[src/rtl/acc_seq_pkg.sv]
// Shared types and constants for the acc_multi instruction sequencer.
// State encoding, opcode bit positions and the one-hot decode check.
package acc_seq_pkg;

  typedef enum logic [2:0] {
    ST_IDLE    = 3'd0,
    ST_GRANT   = 3'd1,
    ST_SETTLE  = 3'd2,
    ST_RD_REQ  = 3'd3,
    ST_RD_WAIT = 3'd4,
    ST_WR_REQ  = 3'd5,
    ST_RETIRE  = 3'd6
  } state_t;

  localparam int unsigned NUM_OPS    = 6;
  localparam int unsigned OP_LOAD    = 0;
  localparam int unsigned OP_ADD     = 1;
  localparam int unsigned OP_STORE   = 2;
  localparam int unsigned OP_BRZ     = 3;
  localparam int unsigned OP_STRCPY  = 4;
  localparam int unsigned OP_STRNCPY = 5;

  localparam int unsigned LEN_W = 16;

  function automatic logic is_onehot6(input logic [NUM_OPS-1:0] v);
    return (v != '0) && ((v & (v - NUM_OPS'(1))) == '0);
  endfunction

endpackage

[src/rtl/acc_str_engine.sv]
// String copy microsequencer: byte read/write loop on the shared req/gnt port.
// Signals done_c/overrun_c in the cycle the final write is accepted.
module acc_str_engine
  import acc_seq_pkg::*;
#(
  parameter int unsigned ADDR_W      = 16,
  parameter int unsigned DATA_W      = 16,
  parameter int unsigned MAX_STR_LEN = 256
) (
  input  logic              clk,
  input  logic              rst,
  input  logic              start,
  input  logic              is_strn,
  input  logic [ADDR_W-1:0] src,
  input  logic [ADDR_W-1:0] dst,
  input  logic [LEN_W-1:0]  len,
  output logic              mem_req,
  output logic              mem_we,
  output logic [ADDR_W-1:0] mem_addr,
  output logic [DATA_W-1:0] mem_wdata,
  input  logic              mem_gnt,
  input  logic              mem_rvalid,
  input  logic [DATA_W-1:0] mem_rdata,
  output logic              done_c,
  output logic              overrun_c
);

  localparam int unsigned CNT_W = LEN_W + 1;

  state_t              state, state_nx;
  logic [LEN_W-1:0]    idx, idx_nx;
  logic [7:0]          byte_q, byte_nx;
  logic [ADDR_W-1:0]   src_q, src_nx, dst_q, dst_nx;
  logic [LEN_W-1:0]    len_q, len_nx;
  logic                strn_q, strn_nx;
  logic                req_nx, we_nx;
  logic [ADDR_W-1:0]   addr_nx;
  logic [DATA_W-1:0]   wdata_nx;
  logic [CNT_W-1:0]    idx_p1;
  logic                cap_c, last_c;
  logic [DATA_W-9:0]   unused_rdata_hi;

  assign unused_rdata_hi = mem_rdata[DATA_W-1:8];

  // Termination test for the byte currently being written
  assign idx_p1 = CNT_W'(idx) + CNT_W'(1);
  assign cap_c  = !strn_q && (idx_p1 == CNT_W'(MAX_STR_LEN));
  assign last_c = (byte_q == 8'h00) || (strn_q && (idx_p1 == CNT_W'(len_q))) || cap_c;

  always_ff @(posedge clk or posedge rst) begin
    if (rst) begin
      state     <= ST_IDLE;
      idx       <= '0;
      byte_q    <= '0;
      src_q     <= '0;
      dst_q     <= '0;
      len_q     <= '0;
      strn_q    <= 1'b0;
      mem_req   <= 1'b0;
      mem_we    <= 1'b0;
      mem_addr  <= '0;
      mem_wdata <= '0;
    end else begin
      state     <= state_nx;
      idx       <= idx_nx;
      byte_q    <= byte_nx;
      src_q     <= src_nx;
      dst_q     <= dst_nx;
      len_q     <= len_nx;
      strn_q    <= strn_nx;
      mem_req   <= req_nx;
      mem_we    <= we_nx;
      mem_addr  <= addr_nx;
      mem_wdata <= wdata_nx;
    end
  end

  always_comb begin
    state_nx  = state;
    idx_nx    = idx;
    byte_nx   = byte_q;
    src_nx    = src_q;
    dst_nx    = dst_q;
    len_nx    = len_q;
    strn_nx   = strn_q;
    req_nx    = mem_req;
    we_nx     = mem_we;
    addr_nx   = mem_addr;
    wdata_nx  = mem_wdata;
    done_c    = 1'b0;
    overrun_c = 1'b0;
    case (state)
      ST_IDLE: begin
        if (start) begin
          src_nx   = src;
          dst_nx   = dst;
          len_nx   = len;
          strn_nx  = is_strn;
          idx_nx   = '0;
          req_nx   = 1'b1;
          we_nx    = 1'b0;
          addr_nx  = src;
          state_nx = ST_RD_REQ;
        end
      end
      ST_RD_REQ: begin
        if (mem_gnt) begin
          req_nx   = 1'b0;
          state_nx = ST_RD_WAIT;
        end
      end
      ST_RD_WAIT: begin
        if (mem_rvalid) begin
          byte_nx  = mem_rdata[7:0];
          req_nx   = 1'b1;
          we_nx    = 1'b1;
          addr_nx  = dst_q + ADDR_W'(idx);
          wdata_nx = {{(DATA_W-8){1'b0}}, mem_rdata[7:0]};
          state_nx = ST_WR_REQ;
        end
      end
      ST_WR_REQ: begin
        if (mem_gnt) begin
          req_nx = 1'b0;
          we_nx  = 1'b0;
          if (last_c) begin
            done_c    = 1'b1;
            overrun_c = cap_c && (byte_q != 8'h00);
            state_nx  = ST_IDLE;
          end else begin
            idx_nx   = LEN_W'(idx_p1);
            req_nx   = 1'b1;
            addr_nx  = src_q + ADDR_W'(idx_p1);
            state_nx = ST_RD_REQ;
          end
        end
      end
      default: state_nx = ST_IDLE;
    endcase
  end

endmodule

[src/rtl/acc_multi_sequencer.sv]
// Grant sequencer for the acc_multi datapath; string ops delegated to acc_str_engine.
// Optional perf counters enabled by defining ACC_SEQ_PERF_EN.
module acc_multi_sequencer
  import acc_seq_pkg::*;
#(
  parameter int unsigned ADDR_W      = 16,
  parameter int unsigned DATA_W      = 16,
  parameter int unsigned MAX_STR_LEN = 256
) (
  input  logic               clk,
  input  logic               rst,
  input  logic               inst_valid,
  input  logic [NUM_OPS-1:0] decode,
  input  logic [ADDR_W-1:0]  str_src,
  input  logic [ADDR_W-1:0]  str_dst,
  input  logic [LEN_W-1:0]   str_len,
  output logic [NUM_OPS-1:0] grant,
  output logic               busy,
  output logic               err_decode,
  output logic               err_overrun,
  output logic               mem_req,
  output logic               mem_we,
  output logic [ADDR_W-1:0]  mem_addr,
  output logic [DATA_W-1:0]  mem_wdata,
  input  logic               mem_gnt,
  input  logic               mem_rvalid,
  input  logic [DATA_W-1:0]  mem_rdata
`ifdef ACC_SEQ_PERF_EN
  ,
  output logic [31:0]        perf_retired,
  output logic [31:0]        perf_str_cycles
`endif
);

  // ST_RD_REQ at this level means "string engine owns the sequence"
  state_t             state, state_nx;
  logic [NUM_OPS-1:0] op_q, op_nx, grant_nx;
  logic               busy_nx, err_decode_nx, err_overrun_nx;
  logic               start_c, done_c, overrun_c, simple_c;

  assign simple_c = decode[OP_LOAD] | decode[OP_ADD] | decode[OP_STORE] | decode[OP_BRZ];

  always_ff @(posedge clk or posedge rst) begin
    if (rst) begin
      state       <= ST_IDLE;
      op_q        <= '0;
      grant       <= '0;
      busy        <= 1'b0;
      err_decode  <= 1'b0;
      err_overrun <= 1'b0;
    end else begin
      state       <= state_nx;
      op_q        <= op_nx;
      grant       <= grant_nx;
      busy        <= busy_nx;
      err_decode  <= err_decode_nx;
      err_overrun <= err_overrun_nx;
    end
  end

  always_comb begin
    state_nx       = state;
    op_nx          = op_q;
    grant_nx       = '0;
    err_decode_nx  = 1'b0;
    err_overrun_nx = 1'b0;
    start_c        = 1'b0;
    case (state)
      ST_IDLE: begin
        if (inst_valid) begin
          if (!is_onehot6(decode)) begin
            err_decode_nx = 1'b1;
          end else begin
            op_nx = decode;
            if (simple_c) begin
              grant_nx = decode;
              state_nx = ST_GRANT;
            end else if (decode[OP_STRNCPY] && (str_len == '0)) begin
              grant_nx = decode;
              state_nx = ST_RETIRE;
            end else begin
              start_c  = 1'b1;
              state_nx = ST_RD_REQ;
            end
          end
        end
      end
      ST_GRANT:  state_nx = ST_SETTLE;
      ST_RETIRE: state_nx = ST_SETTLE;
      ST_SETTLE: state_nx = ST_IDLE;
      ST_RD_REQ: begin
        if (done_c) begin
          grant_nx       = op_q;
          err_overrun_nx = overrun_c;
          state_nx       = ST_RETIRE;
        end
      end
      default: state_nx = ST_IDLE;
    endcase
    busy_nx = (state_nx != ST_IDLE);
  end

  acc_str_engine #(
    .ADDR_W      (ADDR_W),
    .DATA_W      (DATA_W),
    .MAX_STR_LEN (MAX_STR_LEN)
  ) u_str (
    .clk        (clk),
    .rst        (rst),
    .start      (start_c),
    .is_strn    (decode[OP_STRNCPY]),
    .src        (str_src),
    .dst        (str_dst),
    .len        (str_len),
    .mem_req    (mem_req),
    .mem_we     (mem_we),
    .mem_addr   (mem_addr),
    .mem_wdata  (mem_wdata),
    .mem_gnt    (mem_gnt),
    .mem_rvalid (mem_rvalid),
    .mem_rdata  (mem_rdata),
    .done_c     (done_c),
    .overrun_c  (overrun_c)
  );

`ifdef ACC_SEQ_PERF_EN
  // Saturating event counters
  always_ff @(posedge clk or posedge rst) begin
    if (rst) begin
      perf_retired    <= '0;
      perf_str_cycles <= '0;
    end else begin
      if ((grant != '0) && (perf_retired != 32'hFFFF_FFFF))
        perf_retired <= perf_retired + 32'd1;
      if (((state == ST_RD_REQ) || (state == ST_RETIRE)) && (perf_str_cycles != 32'hFFFF_FFFF))
        perf_str_cycles <= perf_str_cycles + 32'd1;
    end
  end
`endif

endmodule
[config.mk]
export PLATFORM = sky130hd
export DESIGN_NAME = acc_multi_sequencer
export DESIGN_NICKNAME = d
export VERILOG_FILES = /design/src/rtl/acc_seq_pkg.sv /design/src/rtl/acc_str_engine.sv /design/src/rtl/acc_multi_sequencer.sv
export SDC_FILE = /design/constraint.sdc
export NUM_CORES = 1
export LEC_CHECK = 0
export CELL_PAD_IN_SITES_DETAIL_PLACEMENT = 1
export CELL_PAD_IN_SITES_GLOBAL_PLACEMENT = 1
export CORE_MARGIN = 3
export CORE_UTILIZATION = 40
export CTS_BUF_LIST = sky130_fd_sc_hd__clkbuf_4 sky130_fd_sc_hd__clkbuf_8
export DETAILED_ROUTE_END_ITERATION = 8
export GPL_TIMING_DRIVEN = 0
export PLACE_DENSITY = 0.88
export SLEW_MARGIN = 20
export SYNTH_ARGS = -nofsm -noshare
export SYNTH_HDL_FRONTEND = slang
export SYNTH_SLANG_ARGS = --single-unit
[constraint.sdc]
create_clock -name clk -period 5.05 [get_ports clk]
set_input_delay 0.505 -clock clk [delete_from_list [all_inputs] [get_ports clk]]
set_output_delay 0.505 -clock clk [all_outputs]
set_load 0.01 [all_outputs]
==> run metrics <==
worst hold path type input port to flop; row count 48; DP HPWL 18290 um; clk slew on worst S/H paths 0.11 ns; Leakage Power 4.187 nW; sequential area share after synthesis 0.3834; simple-gate share of the synthesized area 0.2553; worst slew pin tran 0.7681 ns; grt peak-use layer met2; Netlist cell types 74; met2 Use GR 0.3960; ys flop type dfrtp_1; post-route cell area 8851 sq um; Vias per Instance 5.589; met3 Use GR 0.04885; drt total wl 22950 um; clock sinks 112; WS Path Type flop to flop; Routability Congestion 0.9383; Syn. warnings 0; Netlist Area Pre-Place 7311 sq um; mux contribution to synthesized area 0.04775; Final Hold Fails 0; largest net degree at the start of global routing 73; Root Driver clkbuf_8; Bufs and invs on worst path 2; IO Pins 118; main combinational cell family by area after synthesis simple AND/OR/NAND/NOR gates; Mapped Cells 840; Internal Pwr Total 1.613 mW; Synth area leader dfrtp_1; synthesized area per cell 8.703 sq um; f_max 227.7 MHz; vias in the first global route 6978; Post-CTS Resized 0; Post-Place Cells 1173; Post-CTS Hold Buffers 0; Finished Core Util 0.5030; Max Cap Viol 0; Worst Path Arrival 4.75 ns; area fraction of the dominant cell type after synthesis 0.3834; fin crit share 0.8697; TritonCTS Buffers 9; power share of the clock group 0.227; Max clock buf depth 2; critical path, cell by cell ha_1 > nand4_4 > or4_1 > clkbuf_1 > xnor2_1 > or3_1 > nor4_1 > a211oi_4 > nand4_1 > inv_1 > mux2_2; via total after detailed routing 6640; DRT Pass-1 Iters 5; Final Slew Violations 0; commonest non-fill, non-tap cells in the layout nand2_1, dfrtp_1, clkdlybuf4s50_1; Sequential Power Share 0.483; status finished clean; Gate power share 0.289; commonest non-fill, non-tap cell in the layout nand2_1; Psw 781.6 uW; crit path max fanout 10; first-pass GRT wire length 37180 um; met1 GRT Util 0.3127; largest cells by area after synthesis dfrtp_1, nand2_1, ha_1, xnor2_1, o21ai_0; Worst path max stage delay 0.62 ns; Placed Area 8661 sq um; Sw Ratio 0.3264; Remaining DRCs 0; VDD IR max 172.7 uV; Initial DRC Count 404; grt total ovfl 0; Hold Path Origin decode[5]; RSZ-0062 raised after global routing false; Max-Slew Margin vs Limit 0.4879; Power Dens Cells 270.5 nW/um^2; post-synthesis adder-cell area fraction 0.06024; Die X 141.2 um; layout cell share with drive strength beyond 1 0.09034; CP Launch Point u_str.idx[0]$_DFFE_PP0P_; final cell count without fillers 1188; CP delay by family, top simple AND/OR/NAND/NOR gates; Port Buffer Count 100; XOR/XNOR Fraction of Synth Area 0.06367; area fraction in compound gates after synthesis 0.1470; Area growth syn-to-layout 21.07%; Inserted Diodes 0; crit end category flop; Initial Utilization 0.4155; Worst EP required 5.41 ns; initial antenna violation count 0; FF-to-FF Start u_str.idx[0]$_DFFE_PP0P_; GRT Overall Usage 0.2361; TritonCTS clock tree done; area of the core 17600 sq um; ys async rst share 1.000; post-route ant nets 0; Die Y-Extent 141.2 um; flops & latches, synth 112; crit start category flop; Layout Skew 0.02453 ns; Slowest-stage cell, CP dfrtp_1; worst skew pair latency 0.41 ns; number of synthesized flops with an enable pin 0; Final setup viols 0; WL/cell 19.31 um; Final nets 1068; buffer count from post-CTS setup fixing 0; H-tree Lvls 3; Die ar. 19930 sq um; Tmin final 4.392 ns
[kinds of logic after synthesis]
logic type | Yosys count
and+or+nand+nor | 393
AOI/OAI and AO/OA | 156
DFF | 112
buffers and inverters | 66
xor gates and xnor gates | 50
adders and majority gates | 34
muxes | 28
other | 1
[power by group through the flow]
stage | clock network, mW | registers (mW) | logic, mW
4_1_cts | 0.557 | 1.16 | 0.698
6_report | 0.544 | 1.16 | 0.693
3_5_place_dp | 0 | 1.17 | 0.697
5_1_grt | 0.601 | 1.18 | 0.770
2_1_floorplan | 0 | 1.16 | 0.405
3_3_place_gp | 0 | 1.17 | 0.663
[worst reg2reg max path: stages (launching register included)]
cell and delay, ns:
dfrtp_1 0.62, ha_1 0.42, nand4_4 0.21, or4_1 0.53
clkbuf_1 0.19, xnor2_1 0.35, or3_1 0.17, nor4_1 0.06
a211oi_4 0.43, nand4_1 0.62, inv_1 0.51, mux2_2 0.23
[final cells by class]
type                    count  area, sq um
repair buffers            101         1028
clock inverters             3        25.02
well taps                 225        281.5
plain buffers              48        240.2
inverters                  18        72.57
clock buffers              12        165.2
fillers                  2102         8746
flip-flops and latches    112         2803
multi-input cells         669         4235
[through the flow]
stage / TNS, ns / setup WS, ns / hold WS (ns) / total power, mW
floorplan: 0 / 1.586 / 0.4374 / 1.561
global placement: -9.780 / -0.09538 / 0.4491 / 1.829
detailed placement: 0 / 0.8007 / 0.4547 / 1.871
CTS: 0 / 0.7763 / 0.4341 / 2.413
global route: 0 / 0.5085 / 0.4757 / 2.547
finish: 0 / 0.6582 / 0.4322 / 2.395
[worst paths after layout]
check / end / slack (ns) / depth (start not counted)
worst min register to register: op_q[4]$_DFFE_PP0P_ / 0.48 / 2
min in group asynchronous: op_q[0]$_DFFE_PP0P_ / 0.46 / 2
worst max register to register: u_str.idx[0]$_DFFE_PP0P_ / 0.66 / 11
worst max-delay path: u_str.idx[0]$_DFFE_PP0P_ / 0.66 / 11
max in group asynchronous: u_str.src_q[9]$_DFFE_PP0P_ / 3.87 / 3
worst min-delay path: op_q[5]$_DFFE_PP0P_ / 0.43 / 3
[cells in the mapped netlist (6+ instances only)]
| master | number |
|---|---|
| a211oi_1 | 6 |
| a21o_1 | 13 |
| a21oi_1 | 31 |
| a22o_1 | 10 |
| a22oi_1 | 6 |
| a31oi_1 | 7 |
| and2_1 | 7 |
| and3_1 | 6 |
| buf_2 | 9 |
| buf_4 | 9 |
| clkbuf_1 | 27 |
| dfrtp_1 | 112 |
| ha_1 | 32 |
| inv_1 | 18 |
| mux2_2 | 15 |
| mux2_4 | 10 |
| nand2_1 | 213 |
| nand2b_1 | 14 |
| nand3_1 | 16 |
| nor2_1 | 45 |
| nor2b_1 | 7 |
| nor3_1 | 24 |
| nor4_1 | 11 |
| o21ai_0 | 42 |
| or2_2 | 8 |
| or3_1 | 10 |
| or4_1 | 6 |
| xnor2_1 | 29 |
| xor2_1 | 19 |
[layer usage]
layer / routed length (um) / vias up
li1: - / 3149
met1: 10010 / 3266
met2: 11050 / 198
met3: 1500 / 27
met4: 388 / 0
met5: 0 / -
[registers in the layout, summed over array words and instances, names as in the netlist]
| signal | cells |
|---|---|
| u_str.mem_addr | 16 |
| u_str.len_q | 16 |
| grant | 6 |
| u_str.mem_we | 1 |
| err_decode | 1 |
| u_str.byte_q | 8 |
| state | 3 |
| busy | 1 |
| u_str.idx | 16 |
| op_q | 6 |
| err_overrun | 1 |
| u_str.state | 3 |
| u_str.src_q | 16 |
| u_str.mem_req | 1 |
| u_str.strn_q | 1 |
| u_str.dst_q | 16 |
Note: power is estimated with default switching activity, not from simulation.
